===== config.mk =====
export PLATFORM = sky130hd
export DESIGN_NAME = fp_divider_seq_flat
export DESIGN_NICKNAME = d
export VERILOG_FILES = /design/src/rtl/fp_divider_seq_if.sv /design/src/rtl/fp_divider_seq.sv /design/src/flat_wrapper.sv
export SDC_FILE = /design/constraint.sdc
export NUM_CORES = 1
export LEC_CHECK = 0
export CORE_MARGIN = 10
export CORE_UTILIZATION = 51
export DETAILED_ROUTE_END_ITERATION = 7
export GPL_TIMING_DRIVEN = 0
export HOLD_SLACK_MARGIN = 0.03
export PLACE_DENSITY = 0.83
export SETUP_SLACK_MARGIN = 0.4
export SLEW_MARGIN = 20
export SYNTH_ARGS = -nofsm -noshare
export SYNTH_HDL_FRONTEND = slang
export SYNTH_SLANG_ARGS = --single-unit
export TNS_END_PERCENT = 5

===== constraint.sdc =====
create_clock -name clk -period 3 [get_ports clk]
set_clock_uncertainty 0.1 [all_clocks]
set_input_delay 0.6 -clock clk [delete_from_list [all_inputs] [get_ports clk]]
set_output_delay 0.6 -clock clk [all_outputs]
set_load 0.01 [all_outputs]

===== src/rtl/fp_divider_seq_if.sv =====
// fp_divider_seq_if -- operand/result handshake bundle for fp_divider_seq.
//   A, B          : IEEE-754 single-precision dividend and divisor
//   in_valid      : operands present (master -> divider)
//   in_ready      : divider idle and able to accept (divider -> master)
//   Result        : registered quotient, held while out_valid is high
//   out_valid     : Result and the exception flags are valid
//   out_ready     : consumer takes the result (master -> divider)
//   invalid, div_by_zero, overflow, underflow : exception flags
// master modport: the requester/consumer side; slave modport: the divider.
interface fp_divider_seq_if;
   logic [31:0] A;
   logic [31:0] B;
   logic        in_valid;
   logic        in_ready;
   logic [31:0] Result;
   logic        out_valid;
   logic        out_ready;
   logic        invalid;
   logic        div_by_zero;
   logic        overflow;
   logic        underflow;

   modport master (
      output A, B, in_valid, out_ready,
      input  in_ready, Result, out_valid, invalid, div_by_zero, overflow, underflow
   );

   modport slave (
      input  A, B, in_valid, out_ready,
      output in_ready, Result, out_valid, invalid, div_by_zero, overflow, underflow
   );
endinterface


===== src/rtl/fp_divider_seq.sv =====
// fp_divider_seq -- sequential IEEE-754 single-precision divider.
// Restoring mantissa division, one quotient bit per clock, truncating result.
// Denormal operands are flushed to zero; special operands resolve in one cycle.
// Ports:
//   clk   : clock, all state changes on the rising edge
//   rst_n : asynchronous active-low reset
//   bus   : fp_divider_seq_if.slave (operand/result handshake and flags)
module fp_divider_seq (
   input  logic           clk,
   input  logic           rst_n,
   fp_divider_seq_if.slave bus
);

   typedef enum logic [1:0] {IDLE, CALC, NORM, DONE} state_t;

   state_t state, state_nxt;

   logic               sign_q;
   logic signed [9:0]  exp_q;
   logic [24:0]        rem_q;
   logic [23:0]        div_q;
   logic [24:0]        quo_q;
   logic [4:0]         cnt_q;
   logic [31:0]        result_q;
   logic               inv_q, dbz_q, ovf_q, unf_q;

   logic               accept;

   // operand classification
   logic [7:0]  exp_a, exp_b;
   logic        zero_a, zero_b, inf_a, inf_b, nan_a, nan_b;
   logic        sign_ab;

   assign exp_a   = bus.A[30:23];
   assign exp_b   = bus.B[30:23];
   assign zero_a  = (exp_a == 8'h00);
   assign zero_b  = (exp_b == 8'h00);
   assign inf_a   = (exp_a == 8'hFF) && (bus.A[22:0] == '0);
   assign inf_b   = (exp_b == 8'hFF) && (bus.B[22:0] == '0);
   assign nan_a   = (exp_a == 8'hFF) && (bus.A[22:0] != '0);
   assign nan_b   = (exp_b == 8'hFF) && (bus.B[22:0] != '0);
   assign sign_ab = bus.A[31] ^ bus.B[31];

   assign bus.in_ready = (state == IDLE) && rst_n;
   assign accept       = bus.in_valid && bus.in_ready;

   // special-operand result, evaluated in priority order
   logic        spec_hit, spec_inv, spec_dbz;
   logic [31:0] spec_res;

   always_comb begin
      spec_hit = 1'b1;
      spec_inv = 1'b0;
      spec_dbz = 1'b0;
      spec_res = '0;
      if (nan_a || nan_b || (zero_a && zero_b) || (inf_a && inf_b)) begin
         spec_res = 32'h7FC0_0000;
         spec_inv = 1'b1;
      end else if (zero_b) begin
         spec_res = {sign_ab, 8'hFF, 23'h0};
         spec_dbz = 1'b1;
      end else if (inf_a) begin
         spec_res = {sign_ab, 8'hFF, 23'h0};
      end else if (zero_a || inf_b) begin
         spec_res = {sign_ab, 31'h0};
      end else begin
         spec_hit = 1'b0;
      end
   end

   // biased exponent difference, signed so under/overflow remain visible
   logic signed [9:0] exp_in;
   assign exp_in = $signed({2'b00, exp_a}) - $signed({2'b00, exp_b}) + 10'sd127;

   // one restoring-division step
   logic [24:0] div_ext, rem_diff;
   logic        q_bit;
   assign div_ext  = {1'b0, div_q};
   assign q_bit    = (rem_q >= div_ext);
   assign rem_diff = q_bit ? (rem_q - div_ext) : rem_q;

   // normalization: the quotient lies in (0.5, 2), so at most one left shift
   logic signed [9:0] exp_n;
   logic [22:0]       frac_n;
   logic              ovf_n, unf_n;
   logic [31:0]       norm_res;

   always_comb begin
      exp_n    = quo_q[24] ? exp_q : (exp_q - 10'sd1);
      frac_n   = quo_q[24] ? quo_q[23:1] : quo_q[22:0];
      ovf_n    = (exp_n >= 10'sd255);
      unf_n    = (exp_n <= 10'sd0);
      norm_res = {sign_q, exp_n[7:0], frac_n};
      if (ovf_n) begin
         norm_res = {sign_q, 8'hFF, 23'h0};
      end else if (unf_n) begin
         norm_res = {sign_q, 31'h0};
      end
   end

   // state register
   always_ff @(posedge clk or negedge rst_n) begin
      if (!rst_n) begin
         state <= IDLE;
      end else begin
         state <= state_nxt;
      end
   end

   // next-state logic
   always_comb begin
      state_nxt = state;
      case (state)
         IDLE: if (accept) state_nxt = spec_hit ? DONE : CALC;
         CALC: if (cnt_q == 5'd1) state_nxt = NORM;
         NORM: state_nxt = DONE;
         DONE: if (bus.out_ready) state_nxt = IDLE;
         default: state_nxt = IDLE;
      endcase
   end

   // datapath
   always_ff @(posedge clk or negedge rst_n) begin
      if (!rst_n) begin
         sign_q   <= 1'b0;
         exp_q    <= '0;
         rem_q    <= '0;
         div_q    <= '0;
         quo_q    <= '0;
         cnt_q    <= '0;
         result_q <= '0;
         inv_q    <= 1'b0;
         dbz_q    <= 1'b0;
         ovf_q    <= 1'b0;
         unf_q    <= 1'b0;
      end else begin
         case (state)
            IDLE: begin
               if (accept) begin
                  sign_q <= sign_ab;
                  inv_q  <= 1'b0;
                  dbz_q  <= 1'b0;
                  ovf_q  <= 1'b0;
                  unf_q  <= 1'b0;
                  if (spec_hit) begin
                     result_q <= spec_res;
                     inv_q    <= spec_inv;
                     dbz_q    <= spec_dbz;
                  end else begin
                     exp_q <= exp_in;
                     rem_q <= {2'b01, bus.A[22:0]};
                     div_q <= {1'b1, bus.B[22:0]};
                     quo_q <= '0;
                     cnt_q <= 5'd25;
                  end
               end
            end
            CALC: begin
               quo_q <= {quo_q[23:0], q_bit};
               rem_q <= rem_diff << 1;
               cnt_q <= cnt_q - 5'd1;
            end
            NORM: begin
               result_q <= norm_res;
               ovf_q    <= ovf_n;
               unf_q    <= unf_n && !ovf_n;
            end
            default: ;
         endcase
      end
   end

   assign bus.Result      = result_q;
   assign bus.out_valid   = (state == DONE);
   assign bus.invalid     = inv_q;
   assign bus.div_by_zero = dbz_q;
   assign bus.overflow    = ovf_q;
   assign bus.underflow   = unf_q;

endmodule


===== src/flat_wrapper.sv =====
// flat-port wrapper written by rule: the top's interface ports become plain ports
module fp_divider_seq_flat 
  (clk, rst_n, bus_A, bus_B, bus_in_valid, bus_out_ready, bus_in_ready, bus_Result, bus_out_valid, bus_invalid, bus_div_by_zero, bus_overflow, bus_underflow);
  fp_divider_seq_if bus_i ();
  input  logic clk;
  input  logic rst_n;
  input wire logic [$bits(bus_i.A)-1:0] bus_A;
  input wire logic [$bits(bus_i.B)-1:0] bus_B;
  input wire logic [$bits(bus_i.in_valid)-1:0] bus_in_valid;
  input wire logic [$bits(bus_i.out_ready)-1:0] bus_out_ready;
  output wire logic [$bits(bus_i.in_ready)-1:0] bus_in_ready;
  output wire logic [$bits(bus_i.Result)-1:0] bus_Result;
  output wire logic [$bits(bus_i.out_valid)-1:0] bus_out_valid;
  output wire logic [$bits(bus_i.invalid)-1:0] bus_invalid;
  output wire logic [$bits(bus_i.div_by_zero)-1:0] bus_div_by_zero;
  output wire logic [$bits(bus_i.overflow)-1:0] bus_overflow;
  output wire logic [$bits(bus_i.underflow)-1:0] bus_underflow;
  assign bus_i.A = bus_A;
  assign bus_i.B = bus_B;
  assign bus_i.in_valid = bus_in_valid;
  assign bus_i.out_ready = bus_out_ready;
  assign bus_in_ready = bus_i.in_ready;
  assign bus_Result = bus_i.Result;
  assign bus_out_valid = bus_i.out_valid;
  assign bus_invalid = bus_i.invalid;
  assign bus_div_by_zero = bus_i.div_by_zero;
  assign bus_overflow = bus_i.overflow;
  assign bus_underflow = bus_i.underflow;
  fp_divider_seq u_core (.clk(clk), .rst_n(rst_n), .bus(bus_i));
endmodule

== Yosys cells after proc, flatten, opt, wreduce, memory -nomap -nowiden ==
Index checks and enable logic that the tools add are counted.
Word-level totals
  ROM bits: 0
  latch bits: 0
  logic and storage cells: 100
  memories: 0
  register bits: 128
  bits in writable memories: 0
  output and inout port bits: 38
Operators by class
  $lt $le $gt $ge: 3
  bitwise operators: 2
  equality and inequality tests: 11
  divide/modulo/power cells: 0
  shift operators: 0
  $mul: 0
  reductions and logical operators: 29
  add/sub/neg operators: 5
  multiplexer cells: 38
Operators by type and width (count)
  32-bit 2-to-1 mux: 6
  25-bit 2-to-1 mux: 4
  25-bit case mux with 2 select lines: 2
  32-bit case mux with 2 select lines: 1
  31-bit 2-to-1 mux: 2
  23-bit zero test: 2
  23-bit nonzero test: 2
  25-bit by 24-bit >= comparator with 1-bit output: 1
  24-bit 2-to-1 mux: 1
  24-bit subtractor: 1
  23-bit 2-to-1 mux: 1
  8-bit equality test (second input constant): 2
  8-bit zero test: 2
  3-bit AND reduction: 4
  10-bit by 8-bit adder with 10-bit output (second input constant): 1
  10-bit by 9-bit >= comparator with 1-bit output (second input constant): 1
  10-bit by 1-bit less-or-equal comparator with 1-bit output (second input constant): 1
  1-bit 2-to-1 mux: 10
  10-bit 2-to-1 mux: 1
  5-bit 2-to-1 mux: 2
  5-bit case mux with 2 select lines: 1
  10-bit by 2-bit subtractor with 10-bit output (second input constant): 1
  1-bit logical AND: 9
  8-bit by 8-bit subtractor with 9-bit output: 1
  16 further kinds: 29

== Longest topological paths before layout ==
Gate-level depths: netlist of the first run.
  depth in word-level cells: 10
  depth in mapped cells: 12
  mapped depth without buffers: 11

== Worst setup path before layout of the first run ==
No wires, ideal clock.
  path kind: register to register
  from: register u_core.rem_q[2]
  to: register u_core.rem_q[23]
  slack: 0.152 ns
  clock period less this slack: 2.848 ns
  path buffers: 2
  cell stages (with the launch flop): 12
  setup time: 0.123 ns
  arrival: 2.625 ns
  required time: 2.777 ns
  cells stage by stage: dfrtp_1 -> ha_1 -> a21oi_2 -> a21oi_1 -> o311a_1 -> o2111a_1 -> o311a_4 -> o21a_1 -> buf_6 -> buf_6 -> o32ai_2 -> nor2_1
Between the ends
  cells in the longest elaborated chain, start to end: 3
Ends and longest elaborated chain
  from (decl): RTL line fp_divider_seq.sv:20  | logic [24:0] rem_q;
  from (signal assigned): RTL line fp_divider_seq.sv:151  | rem_q <= {2'b01, bus.A[22:0]};
  from (signal assigned): RTL line fp_divider_seq.sv:160  | rem_q <= rem_diff << 1;
  24-bit subtractor or 25-bit by 24-bit >= comparator with 1-bit output (tied branches): RTL line fp_divider_seq.sv:80, fp_divider_seq.sv:79
  24-bit 2-to-1 mux (*): RTL line fp_divider_seq.sv:80  | assign rem_diff = q_bit ? (rem_q - div_ext) : rem_q;
  25-bit case mux with 2 select lines (*): RTL line fp_divider_seq.sv:137  | case (state)
Every way passes the cells marked *; elsewhere a longest branch is shown, timed or not.
A chain may end at the register's enable or synchronous reset.

== Final worst setup path of the first run ==
  from: register u_core.div_q[5]
  to: register u_core.rem_q[17]
Between the ends
  cells in the longest elaborated chain, start to end: 3
Ends and longest elaborated chain
  from (decl): RTL line fp_divider_seq.sv:21  | logic [23:0] div_q;
  from (signal assigned): RTL line fp_divider_seq.sv:152  | div_q <= {1'b1, bus.B[22:0]};
  24-bit subtractor or 25-bit by 24-bit >= comparator with 1-bit output (tied branches): RTL line fp_divider_seq.sv:80, fp_divider_seq.sv:79
  24-bit 2-to-1 mux (*): RTL line fp_divider_seq.sv:80
  25-bit case mux with 2 select lines (*): RTL line fp_divider_seq.sv:137
Marks and branches as above.

==> qor.yml, run 1 <==
drt:
  drtIter0Drc: 866
  finalWirelength_um: 25260
  vias: 7784
  vias_per_cell: 6.247
  wl_per_cell_um: 20.27
  first_pass_iters: 8
  drc: 0
  ant_nets: 0
sta:
  slew_viol_final: 0
  slew_headroom_pct: 54.11
  rsz0062_at_grt: "true"
  max_freq_mhz: 329.8
  period_needed_ns: 3.032
  fin_hold_ws_ns: 0.03359
  setup_slack_ns: -0.03178
  setup_viol: 1
  finalCritPeriodShare_pct: 101.1
  hold_viol_final: 0
  worst_pin_slew_ns: 0.6883
clock_network:
  clk_pin_slew_worst_paths_ns: 0.06
  cts-root-buf: "clkbuf_16"
  cts.sinks: 128
  cts_inserted_buffers: 17
  htreeDepth: 4
  clk_latency_ns: 0.43
  clk_path_buf_depth: 2
  cts_tree: "done"
grt:
  grt_pass1_vias: 7255
  grt_usage_pct: 22.04
  antenna_found_initial: 0
  overflow: 0
  grt_max_degree: 54
  grt_pass1_wl_um: 36520
placed_design:
  place.detailed.hpwl_um: 15540
  port_buffers: 105
  gp_congestion: 0.9269
  preCtsSetupSlack_ns: -0.7996
yosys:
  synth-seq-cells: 128
  yosys.area.top_type: "dfrtp_1"
  synth_common_cells: "128 x dfrtp_1, 128 x nand2_1, 53 x inv_1"
  ys.warnings.count: 0
  ys_top_cells_by_area: "dfrtp_1 41%, ha_1 6.4%, nand2_1 6.1%, mux2i_1 5.0%, mux2_2 3.7%"
  netlist_area_sq_um: 7870
  postSynth.asyncResetShare_pct: 100.0
  syn-mean-instance-area_sq_um: 8.964
  synth_flop_cell: "dfrtp_1"
  netlist-cell-type-count: 62
  seq_area_frac_synth_pct: 40.70
  synth_cells: 878
  synth_edf_count: 0
  syn-num-nets: 988
  netlist.area_leader.share_pct: 40.70
floorplan:
  io-pin-count: 106
  die_h_um: 144.2
  core_area_sq_um: 15150
  dieArea_sq_um: 20800
  die_width_um: 144.2
  num_rows: 45
  start_util_pct: 51.96
setup_path:
  worstSetupPathType: "reg -> reg"
  arrival_ns: 3.23
  cp_data_required_time_ns: 3.20
  critical-path-max-stage-delay_ns: 0.38
  path_cells: "inv_2, ha_4, o21ai_1, nor2_1, o311a_1, o2111a_2, o311a_4, o21a_1, buf_6, buf_12, mux2i_1, o21ai_1"
  critPathBufInv: 3
  crit_path_top_delay_cell: "dfrtp_1"
  crit_family: "compound AO/OA/AOI/OAI gates"
  critPathLaunchType: "flop"
  crit_top_cell: "o21ai_1"
  worstPathMaxFanout: 6
  crit_path_end_kind: "flop"
pwr:
  power_mw: 12.49
  powerDensity_nw_per_um2: 1154
  leakage_nw: 4.695
  ir_worst_vdd_mv: 0.6143
final_layout:
  area_growth_syn_to_layout_pct: 37.54
  drive_above_1_share_pct: 19.66
  finalNetCount: 1155
  utilization_pct: 71.47
  antenna-diode-count: 0
status:
  outcome: "complete, but fails checks"
  violations: "setup timing"
run:
  cap_violations: 0
hold_path:
  hp-class: "in -> async"
sequential cells by signal, indices dropped and copies added (netlist names):
| register | cells |
|---|---|
| u_core.rem_q | 25 |
| u_core.bus.Result | 32 |
| u_core.bus.overflow | 1 |
| u_core.sign_q | 1 |
| u_core.exp_q | 10 |
| u_core.bus.div_by_zero | 1 |
| u_core.div_q | 24 |
| u_core.bus.underflow | 1 |
| u_core.state | 2 |
| u_core.quo_q | 25 |
| u_core.cnt_q | 5 |
| u_core.bus.invalid | 1 |
final cells by class:
cell class	instances	area (sq um)
Multi-Input combinational cell	658	4806
Fill cell	983	4322
Sequential cell	128	3203
Timing Repair Buffer	148	1533
Clock buffer	21	460.4
Buffer	39	245.2
Tap cell	188	235.2
Inverter	53	203.9
Clock inverter	11	137.6
through the flow:
step                instance area, sq um   TNS, ns  cells
floorplan                           7936         0    878
global placement                    9223  -1060.72   1171
detailed placement                  9255    -70.61   1172
CTS                                10330         0   1216
global route                       10820   -0.3395   1246
finish                             10820  -0.03178   1246
cell families (layout without fill, tap and decap cells):
| logic type | count (synthesis) | count (layout) | share of synthesized area [%] |
|---|---|---|---|
| flops | 128 | 128 | 40.70 |
| fa+ha+maj | 42 | 42 | 6.868 |
| buf+inv | 92 | 272 | 4.690 |
| mux | 67 | 67 | 8.967 |
| xor+xnor | 40 | 40 | 4.451 |
| simple gates | 292 | 292 | 17.07 |
| compound gates | 217 | 217 | 17.25 |
path summary, 6_finish.rpt:
path	endpoint	slack (ns)	cells after the start	start
worst max-delay path	u_core.rem_q[17]	-0.03	12	u_core.div_q[5]
worst min-delay path	u_core.sign_q	0.03	2	rst_n
worst max register to register	u_core.rem_q[17]	-0.03	12	u_core.div_q[5]
worst min register to register	u_core.div_q[23]	0.37	2	u_core.div_q[23]
max in group asynchronous	u_core.div_q[20]	2.44	2	rst_n
min in group clk	u_core.div_q[23]	0.37	2	u_core.div_q[23]
routing by layer:
metal / share of wire (%) / vias up / global-route usage (%) / routed length [um]
li1: - / 3473 / - / -
met1: 39 / 3773 / 26.64 / 9927
met2: 49 / 435 / 37.21 / 12380
met3: 7.5 / 103 / 4.428 / 1906
met4: 4.1 / 0 / 9.840 / 1040
met5: 0 / - / 0 / 0
power breakdown:
| part | leakage (nW) | switching (mW) | internal, mW |
|---|---|---|---|
| sequential | 1.64 | 0.433 | 2.26 |
| combinational | 2.76 | 4.23 | 3.45 |
| clock | 0.289 | 0.777 | 1.34 |
repair_timing:
action	CTS	global route
buffers inserted	10	27
hold endpoints to repair	53	0
pin swaps	15	29
gates cloned	1	3
setup endpoints to repair	122	117
resized for setup	78	60
hold buffers	1	0
cells in the final DEF (no fill, tap or decap), types with 25 or more instances in the layout:
cell | Yosys | final
buf_4 | 0 | 38
nand3_1 | 36 | 34
ha_1 | 40 | 25
clkdlybuf4s50_1 | 0 | 103
nor2_1 | 51 | 48
mux2i_1 | 39 | 38
o21ai_0 | 46 | 43
mux2_2 | 26 | 26
nand2_1 | 128 | 125
dfrtp_1 | 128 | 128
inv_1 | 53 | 45
a21oi_1 | 41 | 31
o21ai_1 | 42 | 42
Note: power is estimated with default switching activity, not from simulation.
==> inputs of run 2 (changes only) <==
--- a/config.mk
+++ b/config.mk
@@ -5,6 +5,8 @@
 export SDC_FILE = /design/constraint.sdc
 export NUM_CORES = 1
 export LEC_CHECK = 0
+export ABC_AREA = 0
+export CAP_MARGIN = 10
 export CORE_MARGIN = 10
 export CORE_UTILIZATION = 51
 export DETAILED_ROUTE_END_ITERATION = 7
==> results of run 2 <==
No change in the layout: final DEF, timing and power equal those of run 1.
==> inputs of run 3 (changes only) <==
--- a/config.mk
+++ b/config.mk
@@ -13,7 +13,6 @@
 export GPL_TIMING_DRIVEN = 0
 export HOLD_SLACK_MARGIN = 0.03
 export PLACE_DENSITY = 0.83
-export SETUP_SLACK_MARGIN = 0.4
 export SLEW_MARGIN = 20
 export SYNTH_ARGS = -nofsm -noshare
 export SYNTH_HDL_FRONTEND = slang
==> qor.yml, run 3 (synthesis results as in run 1) <==
drt:
  wl_per_cell_um: 17.87  # was 20.27 um
  drc: 0  # unchanged
  first_pass_iters: 6  # was 8
  ant_nets: 0  # unchanged
  finalWirelength_um: 21580  # was 25260 um
  vias: 7163  # was 7784
  vias_per_cell: 5.930  # was 6.247
  drtIter0Drc: 620  # was 866
clock_network:
  clk_path_buf_depth: 2  # unchanged
  clk_pin_slew_worst_paths_ns: 0.06  # about the same
  cts-root-buf: "clkbuf_16"  # unchanged
  cts.sinks: 128  # unchanged
  cts_inserted_buffers: 17  # unchanged
  htreeDepth: 4  # unchanged
  clk_latency_ns: 0.43  # about the same
  cts_tree: "done"  # unchanged
sta:
  setup_viol: 0  # was 1
  slew_headroom_pct: 50.99  # was 54.11%
  period_needed_ns: 2.953  # was 3.032 ns
  rsz0062_at_grt: "true"  # unchanged
  final.setup.tns_ns: 0  # was -0.03178 ns
  hold_viol_final: 0  # unchanged
  fin_hold_ws_ns: 0.01815  # was 0.03359 ns
  max_freq_mhz: 338.7  # was 329.8 MHz
  setup_slack_ns: 0.04718  # was -0.03178 ns
  finalCritPeriodShare_pct: 98.43  # was 101.1%
  slew_viol_final: 0  # unchanged
  worst_pin_slew_ns: 0.7274  # was 0.6883 ns
setup_path:
  worstReg2RegStart: "u_core.div_q[1]"  # was u_core.div_q[5]
  worstSetupPathType: "reg -> reg"  # unchanged
  crit_path_top_delay_cell: "dfrtp_1"  # unchanged
  worstPathMaxFanout: 9  # was 6
  critPathLaunchType: "flop"  # unchanged
  reg2reg_depth: 10  # was 12
  critical-path-max-stage-delay_ns: 0.38  # about the same
  arrival_ns: 3.20  # was 3.23 ns
  crit_path_end_kind: "flop"  # unchanged
  cp_data_required_time_ns: 3.25  # was 3.20 ns
  path_cells: "inv_1, ha_1, nand3b_1, a21oi_2, o311a_1, o2111a_2, o311a_4, o21ai_4, mux2_1, o21ai_1"  # was inv_2, ha_4, o21ai_1, nor2_1, o311a_1, o2111a_2, o311a_4, o21a_1, buf_6, buf_12, mux2i_1, o21ai_1
  timing.rr.end: "u_core.rem_q[2]"  # was u_core.rem_q[17]
  reg2reg_setup_slack_ns: 0.05  # was -0.03 ns
placed_design:
  preCtsSetupSlack_ns: -0.8361  # was -0.7996 ns
  place.detailed.hpwl_um: 15640  # was 15540 um
  port_buffers: 105  # unchanged
  gp_congestion: 0.9259  # was 0.9269
  place_area_sq_um: 9189  # was 9255 sq um
floorplan:
  start_util_pct: 51.96  # unchanged
  dieArea_sq_um: 20800  # unchanged
  io-pin-count: 106  # unchanged
  core_area_sq_um: 15150  # unchanged
  die_width_um: 144.2  # unchanged
  num_rows: 45  # unchanged
  die_h_um: 144.2  # unchanged
pwr:
  powerDensity_nw_per_um2: 1086  # was 1154 nW/um^2
  leakage_nw: 4.384  # was 4.695 nW
  ir_worst_vdd_mv: 0.5586  # was 0.6143 mV
final_layout:
  largest_reg_flops: 32  # unchanged
  finalNetCount: 1117  # was 1155
  drive_above_1_share_pct: 13.73  # was 19.66%
  postLayoutCellArea_sq_um: 10180  # was 10820 sq um
  antenna-diode-count: 0  # unchanged
  area_growth_syn_to_layout_pct: 29.32  # was 37.54%
  mostFrequentLayoutCell: "nand2_1"  # was dfrtp_1
  mostFrequentLayoutCells: "127 x nand2_1, 126 x dfrtp_1, 103 x clkdlybuf4s50_1"  # was 128 x dfrtp_1, 125 x nand2_1, 103 x clkdlybuf4s50_1
hold_path:
  hp-class: "in -> async"  # unchanged
grt:
  overflow: 0  # unchanged
  grt_pass1_vias: 7030  # was 7255
  grt_pass1_wl_um: 34590  # was 36520 um
  antenna_found_initial: 0  # unchanged
  grt_max_degree: 72  # was 54
  grt_usage_pct: 20.65  # was 22.04%
run:
  cap_violations: 0  # unchanged
status:
  outcome: "completed"  # was complete, but fails checks
## run 3: critical path, delay by kind of cell (launching register included)
| kind | cells | cell delay [ns] |
|---|---|---|
| multiplexers | 1 | 0.36 |
| adder cells (fa/ha/maj) | 1 | 0.31 |
| flip-flops | 1 | 0.38 |
| AO/OA/AOI/OAI | 6 | 1.51 |
| buffers and inverters | 1 | 0.06 |
| AND/OR/NAND/NOR | 1 | 0.14 |
## run 3: metal layers
metal | vias to the layer above | GRT usage, % | part of all wire [%]
met5 | - | 0 | 0
met4 | 0 | 7.181 | 2.2
met3 | 38 | 5.674 | 7.1
met2 | 241 | 32.57 | 47
met1 | 3496 | 26.73 | 44
li1 | 3388 | - | -
## run 3: worst max path at each step
stage	from	to	slack (ns)	depth (start not counted)
final	u_core.div_q[1]	u_core.rem_q[2]	0.05	10
after floorplan	u_core.rem_q[2]	u_core.rem_q[23]	0.15	11
after global routing	u_core.div_q[1]	u_core.rem_q[2]	-0.05	10
after global placement	rst_n	u_core.rem_q[22]	-4.73	9
after CTS	u_core.div_q[1]	u_core.rem_q[18]	0.0006	12
after detailed placement	bus_A[24]	u_core.rem_q[22]	-0.84	10
## run 3: per-stage QoR
stage	power [mW]	std cells	util (%)
2_1_floorplan	6.807	878	-
3_3_place_gp	8.097	1171	60.45
3_5_place_dp	8.248	1172	60.67
4_1_cts	10.61	1204	65.83
5_1_grt	11.81	1208	67.20
6_report	11.05	1208	67.20
## run 3: final cells by class
type                            count  area, sq um
Tap cell                          188        235.2
Clock inverter                     13        151.4
Timing Repair Buffer              111         1161
Clock buffer                       19        442.9
Sequential cell                   128         3206
Multi-Input combinational cell    658         4583
Fill cell                        1171         4969
Buffer                             38        198.9
Inverter                           53        198.9
## run 3: what timing repair did
item,in CTS,in global routing
setup buffers,0,4
endpoints found under the hold margin,58,0
pin swaps,1,10
resized for setup,33,46
hold buffers,1,0
setup endpoints to repair,110,102
## run 3: power by group
group	switching (mW)	total (mW)	internal, mW
clock	0.842	2.10	1.26
sequential	0.402	2.67	2.26
combinational	3.54	6.28	2.74
total	4.78	11.0	6.26
